<file path="src/rtl/vga_timing_pkg.sv">
// Shared VGA timing constants (640x480@60 defaults), derived totals and a
// ceil(log2) helper used when sizing scan counters.
package vga_timing_pkg;

    localparam int H_DISPLAY = 640;
    localparam int H_FRONT   = 16;
    localparam int H_SYNC    = 96;
    localparam int H_BACK    = 48;
    localparam int V_DISPLAY = 480;
    localparam int V_FRONT   = 10;
    localparam int V_SYNC    = 2;
    localparam int V_BACK    = 33;

    localparam int H_TOTAL = H_DISPLAY + H_FRONT + H_SYNC + H_BACK;
    localparam int V_TOTAL = V_DISPLAY + V_FRONT + V_SYNC + V_BACK;

    // Number of bits needed to hold values 0..value-1.
    function automatic int clog2(input int value);
        int result;
        int rem;
        result = 0;
        rem    = value - 1;
        while (rem > 0) begin
            result = result + 1;
            rem    = rem >> 1;
        end
        return result;
    endfunction

endpackage

</file>
<file path="src/rtl/vga_scan_if.sv">
// Scan-generator bus: pixel-rate enable and pause in, scan position,
// sync, blanking and tick outputs back to the pixel pipeline and DAC side.
interface vga_scan_if #(
    parameter int XW = 10,
    parameter int YW = 10
);
    logic          clk_en;
    logic          pause;
    logic [XW-1:0] pixel_x;
    logic [YW-1:0] pixel_y;
    logic          hsync;
    logic          vsync;
    logic          video_on;
    logic          line_tick;
    logic          frame_tick;

    modport master (
        input  clk_en, pause,
        output pixel_x, pixel_y, hsync, vsync, video_on, line_tick, frame_tick
    );

    modport slave (
        output clk_en, pause,
        input  pixel_x, pixel_y, hsync, vsync, video_on, line_tick, frame_tick
    );
endinterface

</file>
<file path="src/rtl/vga_scan_gen_scan_counter.sv">
// Modulo-N up counter with a combinational terminal-count flag; used once
// for the horizontal position and once for the vertical position.
module scan_counter #(
    parameter int WIDTH   = 10,
    parameter int MODULUS = 800
) (
    input  logic             clk,
    input  logic             reset,
    input  logic             enable,
    output logic [WIDTH-1:0] count,
    output logic             wrap
);
    localparam logic [WIDTH-1:0] LAST = WIDTH'(MODULUS - 1);

    assign wrap = (count == LAST);

    // Step on enable, folding back to zero after the last value.
    always_ff @(posedge clk or posedge reset) begin
        if (reset) begin
            count <= '0;
        end else if (enable) begin
            count <= wrap ? '0 : count + 1'b1;
        end
    end
endmodule

</file>
<file path="src/rtl/vga_scan_gen.sv">
// VGA raster timing generator: horizontal/vertical scan counters plus the
// sync, blanking and tick decode. Define VGA_SCAN_REG_OUT_EN to register
// every output (one clk of latency, glitch-free sync pins).
module vga_scan_gen
    import vga_timing_pkg::*;
#(
    parameter int H_DISPLAY_P = H_DISPLAY,
    parameter int H_FRONT_P   = H_FRONT,
    parameter int H_SYNC_P    = H_SYNC,
    parameter int H_BACK_P    = H_BACK,
    parameter int V_DISPLAY_P = V_DISPLAY,
    parameter int V_FRONT_P   = V_FRONT,
    parameter int V_SYNC_P    = V_SYNC,
    parameter int V_BACK_P    = V_BACK,
    parameter bit SYNC_POL    = 1'b0,
    parameter int XW          = 10,
    parameter int YW          = 10
) (
    input  logic       clk,
    input  logic       reset,
    vga_scan_if.master bus
);
    localparam int H_TOT = H_DISPLAY_P + H_FRONT_P + H_SYNC_P + H_BACK_P;
    localparam int V_TOT = V_DISPLAY_P + V_FRONT_P + V_SYNC_P + V_BACK_P;

    // Window edges pre-truncated to the counter widths for unsigned compares.
    localparam logic [XW-1:0] H_VIS_END  = XW'(H_DISPLAY_P);
    localparam logic [XW-1:0] H_SYNC_BEG = XW'(H_DISPLAY_P + H_FRONT_P);
    localparam logic [XW-1:0] H_SYNC_END = XW'(H_DISPLAY_P + H_FRONT_P + H_SYNC_P);
    localparam logic [YW-1:0] V_VIS_END  = YW'(V_DISPLAY_P);
    localparam logic [YW-1:0] V_SYNC_BEG = YW'(V_DISPLAY_P + V_FRONT_P);
    localparam logic [YW-1:0] V_SYNC_END = YW'(V_DISPLAY_P + V_FRONT_P + V_SYNC_P);

    logic          advance;
    logic [XW-1:0] h_count;
    logic [YW-1:0] v_count;
    logic          h_wrap;
    logic          v_wrap;

    logic hsync_next;
    logic vsync_next;
    logic video_on_next;
    logic line_tick_next;
    logic frame_tick_next;

    // Pause wins over the pixel enable.
    assign advance = bus.clk_en & ~bus.pause;

    scan_counter #(.WIDTH(XW), .MODULUS(H_TOT)) u_h_counter (
        .clk    (clk),
        .reset  (reset),
        .enable (advance),
        .count  (h_count),
        .wrap   (h_wrap)
    );

    scan_counter #(.WIDTH(YW), .MODULUS(V_TOT)) u_v_counter (
        .clk    (clk),
        .reset  (reset),
        .enable (advance & h_wrap),
        .count  (v_count),
        .wrap   (v_wrap)
    );

    // Interpret the counts as sync, blanking and end-of-line/frame pulses.
    always_comb begin
        hsync_next      = ((h_count >= H_SYNC_BEG) && (h_count < H_SYNC_END)) ? SYNC_POL : ~SYNC_POL;
        vsync_next      = ((v_count >= V_SYNC_BEG) && (v_count < V_SYNC_END)) ? SYNC_POL : ~SYNC_POL;
        video_on_next   = (h_count < H_VIS_END) && (v_count < V_VIS_END);
        line_tick_next  = advance & h_wrap;
        frame_tick_next = advance & h_wrap & v_wrap;
    end

`ifdef VGA_SCAN_REG_OUT_EN
    logic [XW-1:0] pixel_x_reg;
    logic [YW-1:0] pixel_y_reg;
    logic          hsync_reg;
    logic          vsync_reg;
    logic          video_on_reg;
    logic          line_tick_reg;
    logic          frame_tick_reg;

    // Retime every output by one clock so the pins never see decode glitches.
    always_ff @(posedge clk or posedge reset) begin
        if (reset) begin
            pixel_x_reg    <= '0;
            pixel_y_reg    <= '0;
            hsync_reg      <= ~SYNC_POL;
            vsync_reg      <= ~SYNC_POL;
            video_on_reg   <= 1'b0;
            line_tick_reg  <= 1'b0;
            frame_tick_reg <= 1'b0;
        end else begin
            pixel_x_reg    <= h_count;
            pixel_y_reg    <= v_count;
            hsync_reg      <= hsync_next;
            vsync_reg      <= vsync_next;
            video_on_reg   <= video_on_next;
            line_tick_reg  <= line_tick_next;
            frame_tick_reg <= frame_tick_next;
        end
    end

    assign bus.pixel_x    = pixel_x_reg;
    assign bus.pixel_y    = pixel_y_reg;
    assign bus.hsync      = hsync_reg;
    assign bus.vsync      = vsync_reg;
    assign bus.video_on   = video_on_reg;
    assign bus.line_tick  = line_tick_reg;
    assign bus.frame_tick = frame_tick_reg;
`else
    assign bus.pixel_x    = h_count;
    assign bus.pixel_y    = v_count;
    assign bus.hsync      = hsync_next;
    assign bus.vsync      = vsync_next;
    assign bus.video_on   = video_on_next;
    assign bus.line_tick  = line_tick_next;
    assign bus.frame_tick = frame_tick_next;
`endif
endmodule

</file>
<file path="src/flat_wrapper.sv">
// flat-port wrapper written by rule: the top's interface ports become plain ports
module vga_scan_gen_flat import vga_timing_pkg::*;
#(
    parameter int H_DISPLAY_P = H_DISPLAY,
    parameter int H_FRONT_P   = H_FRONT,
    parameter int H_SYNC_P    = H_SYNC,
    parameter int H_BACK_P    = H_BACK,
    parameter int V_DISPLAY_P = V_DISPLAY,
    parameter int V_FRONT_P   = V_FRONT,
    parameter int V_SYNC_P    = V_SYNC,
    parameter int V_BACK_P    = V_BACK,
    parameter bit SYNC_POL    = 1'b0,
    parameter int XW          = 10,
    parameter int YW          = 10
)
  (clk, reset, bus_clk_en, bus_pause, bus_pixel_x, bus_pixel_y, bus_hsync, bus_vsync, bus_video_on, bus_line_tick, bus_frame_tick);
  vga_scan_if #(.XW(XW), .YW(YW)) bus_i ();
  input  logic clk;
  input  logic reset;
  input wire logic [$bits(bus_i.clk_en)-1:0] bus_clk_en;
  input wire logic [$bits(bus_i.pause)-1:0] bus_pause;
  output wire logic [$bits(bus_i.pixel_x)-1:0] bus_pixel_x;
  output wire logic [$bits(bus_i.pixel_y)-1:0] bus_pixel_y;
  output wire logic [$bits(bus_i.hsync)-1:0] bus_hsync;
  output wire logic [$bits(bus_i.vsync)-1:0] bus_vsync;
  output wire logic [$bits(bus_i.video_on)-1:0] bus_video_on;
  output wire logic [$bits(bus_i.line_tick)-1:0] bus_line_tick;
  output wire logic [$bits(bus_i.frame_tick)-1:0] bus_frame_tick;
  assign bus_i.clk_en = bus_clk_en;
  assign bus_i.pause = bus_pause;
  assign bus_pixel_x = bus_i.pixel_x;
  assign bus_pixel_y = bus_i.pixel_y;
  assign bus_hsync = bus_i.hsync;
  assign bus_vsync = bus_i.vsync;
  assign bus_video_on = bus_i.video_on;
  assign bus_line_tick = bus_i.line_tick;
  assign bus_frame_tick = bus_i.frame_tick;
  vga_scan_gen #(.H_DISPLAY_P(H_DISPLAY_P), .H_FRONT_P(H_FRONT_P), .H_SYNC_P(H_SYNC_P), .H_BACK_P(H_BACK_P), .V_DISPLAY_P(V_DISPLAY_P), .V_FRONT_P(V_FRONT_P), .V_SYNC_P(V_SYNC_P), .V_BACK_P(V_BACK_P), .SYNC_POL(SYNC_POL), .XW(XW), .YW(YW)) u_core (.clk(clk), .reset(reset), .bus(bus_i));
endmodule
</file>
<file path="config.mk">
export PLATFORM = sky130hd
export DESIGN_NAME = vga_scan_gen_flat
export DESIGN_NICKNAME = d
export VERILOG_FILES = /design/src/rtl/vga_timing_pkg.sv /design/src/rtl/vga_scan_if.sv /design/src/rtl/vga_scan_gen_scan_counter.sv /design/src/rtl/vga_scan_gen.sv /design/src/flat_wrapper.sv
export SDC_FILE = /design/constraint.sdc
export NUM_CORES = 1
export LEC_CHECK = 0
export CELL_PAD_IN_SITES_DETAIL_PLACEMENT = 0
export CELL_PAD_IN_SITES_GLOBAL_PLACEMENT = 1
export CORE_ASPECT_RATIO = 0.6
export CORE_MARGIN = 3
export CORE_UTILIZATION = 35
export CTS_BUF_LIST = sky130_fd_sc_hd__clkbuf_2
export DETAILED_ROUTE_END_ITERATION = 16
export PLACE_DENSITY = 0.73
export REMOVE_ABC_BUFFERS = 1
export SYNTH_ARGS = -nofsm -noshare
export SYNTH_HDL_FRONTEND = slang
export SYNTH_SLANG_ARGS = --single-unit
</file>
<file path="constraint.sdc">
create_clock -name clk -period 2 [get_ports clk]
set_clock_uncertainty 0.15 [all_clocks]
set_input_delay 0.3 -clock clk [delete_from_list [all_inputs] [get_ports clk]]
set_output_delay 0.3 -clock clk [all_outputs]
set_load 0.02 [all_outputs]
</file>
==> results.toml, run 1 <==
[die]
fp-row-count = 15
core_area_sq_um = 3059
die_w_microns = 81.39
start_util_pct = 39.02
dieArea_sq_um = 4170
pin_count = 29
fp.dieH_microns = 51.24

[placement]
globalplace.congestion = 0.8666
dp.cells = 225
dpl.hpwl_microns = 2702
numPortBuffers = 28
placed_cell_area_sq_um = 1790

[timing]
whs_ns = 0.1070
worstMarginPinSlew_ns = 0.3647
relSlewSlack_pct = 75.64
hold_violations = 0
rsz0062_at_grt = "true"
setup_viol = 3
period_share_pct = 112.4
worst_slack_ns = -0.2485
min_period_ns = 2.249
drv_slew = 0
max_freq_mhz = 444.7

[routing]
drc = 0
wl_per_cell_microns = 16.02
dr.pass1.iters = 4
initialDrtViolationCount = 82
routed_wl_microns = 3781
antenna_left = 0
vias_per_cell = 5.186
vias = 1224

[worst_hold_path]
hold_path.class = "in -> async"

[pwr]
combPwrFrac_pct = 47.3
p_int_mw = 0.8317
switching_share_pct = 38.54
p_sw_mw = 0.5215
vdd.ir_drop.worst_mv = 0.5730
p_clk_share_pct = 13.5
p_per_area_nw_per_um2 = 670.1
power_frac_seq_pct = 39.2
total_leakage_power_nw = 1.014

[clock_network]
cts_tree = "done"
cts_buffer_depth = 2
cts_buffers = 3
cts.sinks = 20
root_buffer = "clkbuf_2"
cts_max_level = 1
path_clk_slew_ns = 0.21
clk_latency_ns = 0.33

[grt]
grt-ovfl-total = 0
grt_max_degree = 21
grt_pass1_wl_microns = 5865
grt_antenna_before_repair = 0
track_usage_pct = 18.78
grt_pass1_vias = 1198

[finish]
layout_common_cells = "39 x buf_4, 17 x dfrtp_1, 13 x clkdlybuf4s50_1"
drive_gt1_share_pct = 40.72
areaGrowthSynthToFinish_pct = 69.18
fin_cells = 236
final_nets = 203
design_area_sq_um = 2019
final_common_cell = "buf_4"
fillerInstances = 256
diodes = 0

[worst_setup_path]
crit_fanout = 2
critPathSlowestCell = "dfrtp_1"
r2r_end = "u_core.u_v_counter.count[9]"
cpPeakStageDelay_ns = 0.44
crit_type = "reg -> out"
arrival_ns = 1.80
worstSetupStartpointType = "register"
reg2reg_from = "u_core.u_h_counter.count[1]"
reg2reg_slack_ns = 0.03
crit_chain = "inv_2, ha_4, nor4bb_4, nand4_1, nor4_4, buf_4"
cp.required_ns = 1.55
rr_worst_depth = 7
end_kind = "output port"

[flow_run]
drv_cap = 0

[yosys]
synth_cells = 120
synth.avg_cell_area_sq_um = 9.947
yosysWarnings = 0
ys_seq_elements = 20
synth_cell_types = 32
syn_area_sq_um = 1194
ys_seq_area_share_pct = 41.93

[outcome]
status = "finished, violations left"
violations = "setup timing"
area by class of cell:
cell class	instances	area (sq um)	share of cell area [%]
Clock buffer	3	15.01	0.7435
Clock inverter	1	3.754	0.1859
Multi-Input combinational cell	91	760.7	37.67
Tap cell	42	52.55	2.602
Timing Repair Buffer	73	660.6	32.71
Inverter	6	22.52	1.115
Sequential cell	20	504.2	24.97
metal layers:
metal	vias to the layer above	part of all wire [%]	GRT usage, %
met5	-	0	0
met4	0	0.77	1.966
met3	4	5.7	4.930
met2	37	45	27.97
met1	599	49	27.93
li1	584	-	-
critical path, delay by kind of cell, from the launching register on:
family,cells,cell delay (ns)
fa+ha+maj,1,0.13
buf+inv,2,0.28
flops,1,0.44
simple gates,3,0.61
per-stage QoR:
step | TNS [ns] | util (%) | setup WS (ns) | total power [mW]
floorplan | -0.01735 | - | -0.009772 | 0.7623
finish | -0.2618 | 66.01 | -0.2485 | 1.353
CTS | -0.3888 | 61.68 | -0.3888 | 1.321
detailed placement | -1.642 | 58.53 | -0.5497 | 1.081
global placement | -1.337 | 58.53 | -0.5252 | 1.063
global route | -0.6702 | 66.01 | -0.3856 | 1.425
registers in the layout, indices dropped and copies added (netlist names):
signal,count
u_core.u_h_counter.count,10
u_core.u_v_counter.count,10
how the worst max path moves through the flow:
stage	from	end	slack, ns	cells past startpoint
2_1_floorplan	u_core.u_h_counter.count[0]	u_core.u_h_counter.count[9]	-0.01	5
6_report	u_core.u_v_counter.count[0]	bus_frame_tick	-0.25	6
5_1_grt	u_core.u_v_counter.count[0]	bus_frame_tick	-0.39	6
3_5_place_dp	bus_clk_en	bus_frame_tick	-0.55	5
3_3_place_gp	bus_clk_en	bus_frame_tick	-0.53	5
4_1_cts	u_core.u_v_counter.count[1]	bus_frame_tick	-0.39	6
kinds of logic (layout without fill, tap and decap cells):
kind of cell / count (synthesis) / count (layout) / synth area share (%)
AO/OA/AOI/OAI: 11 / 11 / 4.926
buffers and inverters: 9 / 83 / 3.669
adder cells (fa/ha/maj): 4 / 4 / 4.193
AND/OR/NAND/NOR: 62 / 62 / 35.01
flip-flops: 20 / 20 / 41.93
XOR/XNOR: 14 / 14 / 10.27
timing repair:
item | CTS | global route
hold buffers | 0 | 0
pin swaps | 7 | 15
gates resized for setup | 44 | 32
endpoints found under the setup margin | 7 | 14
buffers inserted | 3 | 6
cell usage after synthesis, drive strengths merged:
library cell	n	share of area [%]
o41ai	1	0.73
xnor2	9	6.6
nor2	12	3.8
nor2b	1	0.52
nand3	9	4.2
nor3	1	0.42
and3b	1	0.73
o21ai	7	2.9
nand3b	2	1.3
and3	4	2.1
nand2	9	2.8
nand4	7	3.7
nand4b	2	2.0
a21oi	3	1.3
nor4	5	6.9
or3	2	1.0
inv	6	1.9
or2	1	0.52
xor2	5	3.7
and4	2	1.5
dfrtp	20	42
buf	3	1.8
and4bb	1	1.0
and4b	2	1.7
ha	4	4.2
nor4bb	1	0.84
power by group through the flow:
stage               clock network (mW)  logic (mW)  registers [mW]
floorplan                            0       0.154           0.608
global placement                     0       0.556           0.507
detailed placement                   0       0.569           0.511
CTS                              0.184       0.608           0.529
global route                     0.197       0.691           0.537
finish                           0.183       0.640           0.530
(Power assumes the default switching activity.)
==> run 2: changes to the inputs <==
- CORE_UTILIZATION: 35 -> 38
- PLACE_DENSITY: 0.73 -> 0.78
==> results.toml, run 2 (synthesis results as in run 1) <==
[die]
core_area_sq_um = 2928
fp.dieH_microns = 49.42
pin_count = 29
die_w_microns = 78.36
start_util_pct = 40.77
fp-row-count = 15
dieArea_sq_um = 3872

[timing]
worstMarginPinSlew_ns = 0.3815
drv_slew = 0
rsz0062_at_grt = "true"
worst_slack_ns = -0.2332
min_period_ns = 2.233
relSlewSlack_pct = 74.52
hold_violations = 0
setup-tns-final_ns = -0.2332
setup_viol = 1
max_freq_mhz = 447.8
period_share_pct = 111.7

[finish]
multi_input_area_sq_um = 734.5
diodes = 0
fin_cells = 235
largest_registers = "u_core.u_h_counter.count x10, u_core.u_v_counter.count x10"
areaGrowthSynthToFinish_pct = 65.30
regArea_sq_um = 503.0
fillerInstances = 228
utilization_pct = 67.39
final_nets = 203
drive_gt1_share_pct = 37.82
final_common_cell = "buf_4"
layout_common_cells = "46 x buf_4, 18 x dfrtp_1, 13 x clkdlybuf4s50_1"

[clock_network]
cts_buffer_depth = 2
ctsHoldBuffers = 0
path_clk_slew_ns = 0.18
clk_latency_ns = 0.32
cts.sinks = 20
root_buffer = "clkbuf_2"
cts_buffers = 3
cts_max_level = 1
cts_tree = "done"

[routing]
routed_wl_microns = 3547
drc = 0
dr.pass1.iters = 4
initialDrtViolationCount = 91
antenna_left = 0
vias_per_cell = 5.072
vias = 1192
wl_per_cell_microns = 15.09

[worst_setup_path]
crit_type = "reg -> out"
cpPeakStageDelay_ns = 0.44
rr_worst_depth = 6
reg2reg_from = "u_core.u_h_counter.count[1]"
cp.required_ns = 1.55
setup.worst_path.start = "u_core.u_v_counter.count[0]"
r2r_end = "u_core.u_v_counter.count[9]"
arrival_ns = 1.78
end_kind = "output port"
crit_fanout = 2
reg2reg_slack_ns = 0.14
critPathSlowestCell = "dfrtp_1"
worstSetupStartpointType = "register"
crit_chain = "inv_2, ha_4, nor4bb_4, nand4_1, nor4_4, buf_4"

[grt]
grt_max_degree = 21
grt_pass1_vias = 1228
track_usage_pct = 20.36
grt-ovfl-total = 0
grt_pass1_wl_microns = 6065
grt_antenna_before_repair = 0

[pwr]
total_leakage_power_nw = 1.049
p_per_area_nw_per_um2 = 639.9
combPwrFrac_pct = 45.7
p_clk_share_pct = 13.0
p_int_mw = 0.7870
p_sw_mw = 0.4756
power_frac_seq_pct = 41.3
switching_share_pct = 37.67
vdd.ir_drop.worst_mv = 0.6059

[placement]
numPortBuffers = 28
dp.cells = 226
dpl.hpwl_microns = 2643
globalplace.congestion = 0.8684

[flow_run]
drv_cap = 0

[worst_hold_path]
hold_path.class = "in -> async"

[outcome]
violations = "setup timing"
status = "finished, violations left"
-- run 2: layout make-up --
type,instances,share of cell area (%)
multi-input cells,91,37.22
repair buffers,73,32.72
flip-flops and latches,20,25.49
well taps,42,2.663
inverters,6,1.141
clock buffers,3,0.7609
-- run 2: power groups by stage --
stage / Sequential (mW) / Combinational (mW) / Clock [mW]
after global placement: 0.508 / 0.552 / 0
after global routing: 0.529 / 0.619 / 0.187
after CTS: 0.520 / 0.587 / 0.169
after floorplan: 0.608 / 0.154 / 0
final: 0.522 / 0.576 / 0.164
after detailed placement: 0.513 / 0.568 / 0
-- run 2: how the worst max path moves through the flow --
stage / endpoint / slack [ns] / cells past startpoint
floorplan: u_core.u_h_counter.count[9] / -0.01 / 5
global placement: bus_frame_tick / -0.52 / 5
detailed placement: bus_frame_tick / -0.54 / 5
CTS: bus_frame_tick / -0.38 / 6
global route: bus_frame_tick / -0.36 / 6
finish: bus_frame_tick / -0.23 / 6
-- run 2: worst max-delay path: cells and delay by family, from the launching register on --
family / cells / cell delay (ns)
and+or+nand+nor: 3 / 0.60
DFF: 1 / 0.44
buffers and inverters: 2 / 0.28
adders and majority gates: 1 / 0.14
-- run 2: routing by layer --
| layer | track usage [%] | routed length [microns] | part of all wire [%] |
|---|---|---|---|
| met2 | 31.82 | 1574 | 44 |
| met1 | 30.00 | 1800 | 51 |
| met3 | 3.506 | 157 | 4.4 |
| met5 | 0 | 0 | 0 |
| met4 | 3.198 | 15 | 0.42 |
-- run 2: stage by stage --
stage,power (mW),setup slack (ns),instance area (sq um),hold WS (ns)
global route,1.335,-0.3582,1973,0.1370
floorplan,0.7623,-0.009772,1172,0.1138
CTS,1.277,-0.3760,1961,0.1347
global placement,1.060,-0.5197,1798,0.4066
detailed placement,1.081,-0.5427,1798,0.4121
finish,1.263,-0.2332,1973,0.1322
-- run 2: repair_timing --
item / 4_1_cts / 5_1_grt
gates resized for setup: 44 / 21
pin swaps: 8 / 8
hold endpoints to repair: 0 / 0
buffers inserted: 10 / 2
endpoints found under the setup margin: 5 / 19
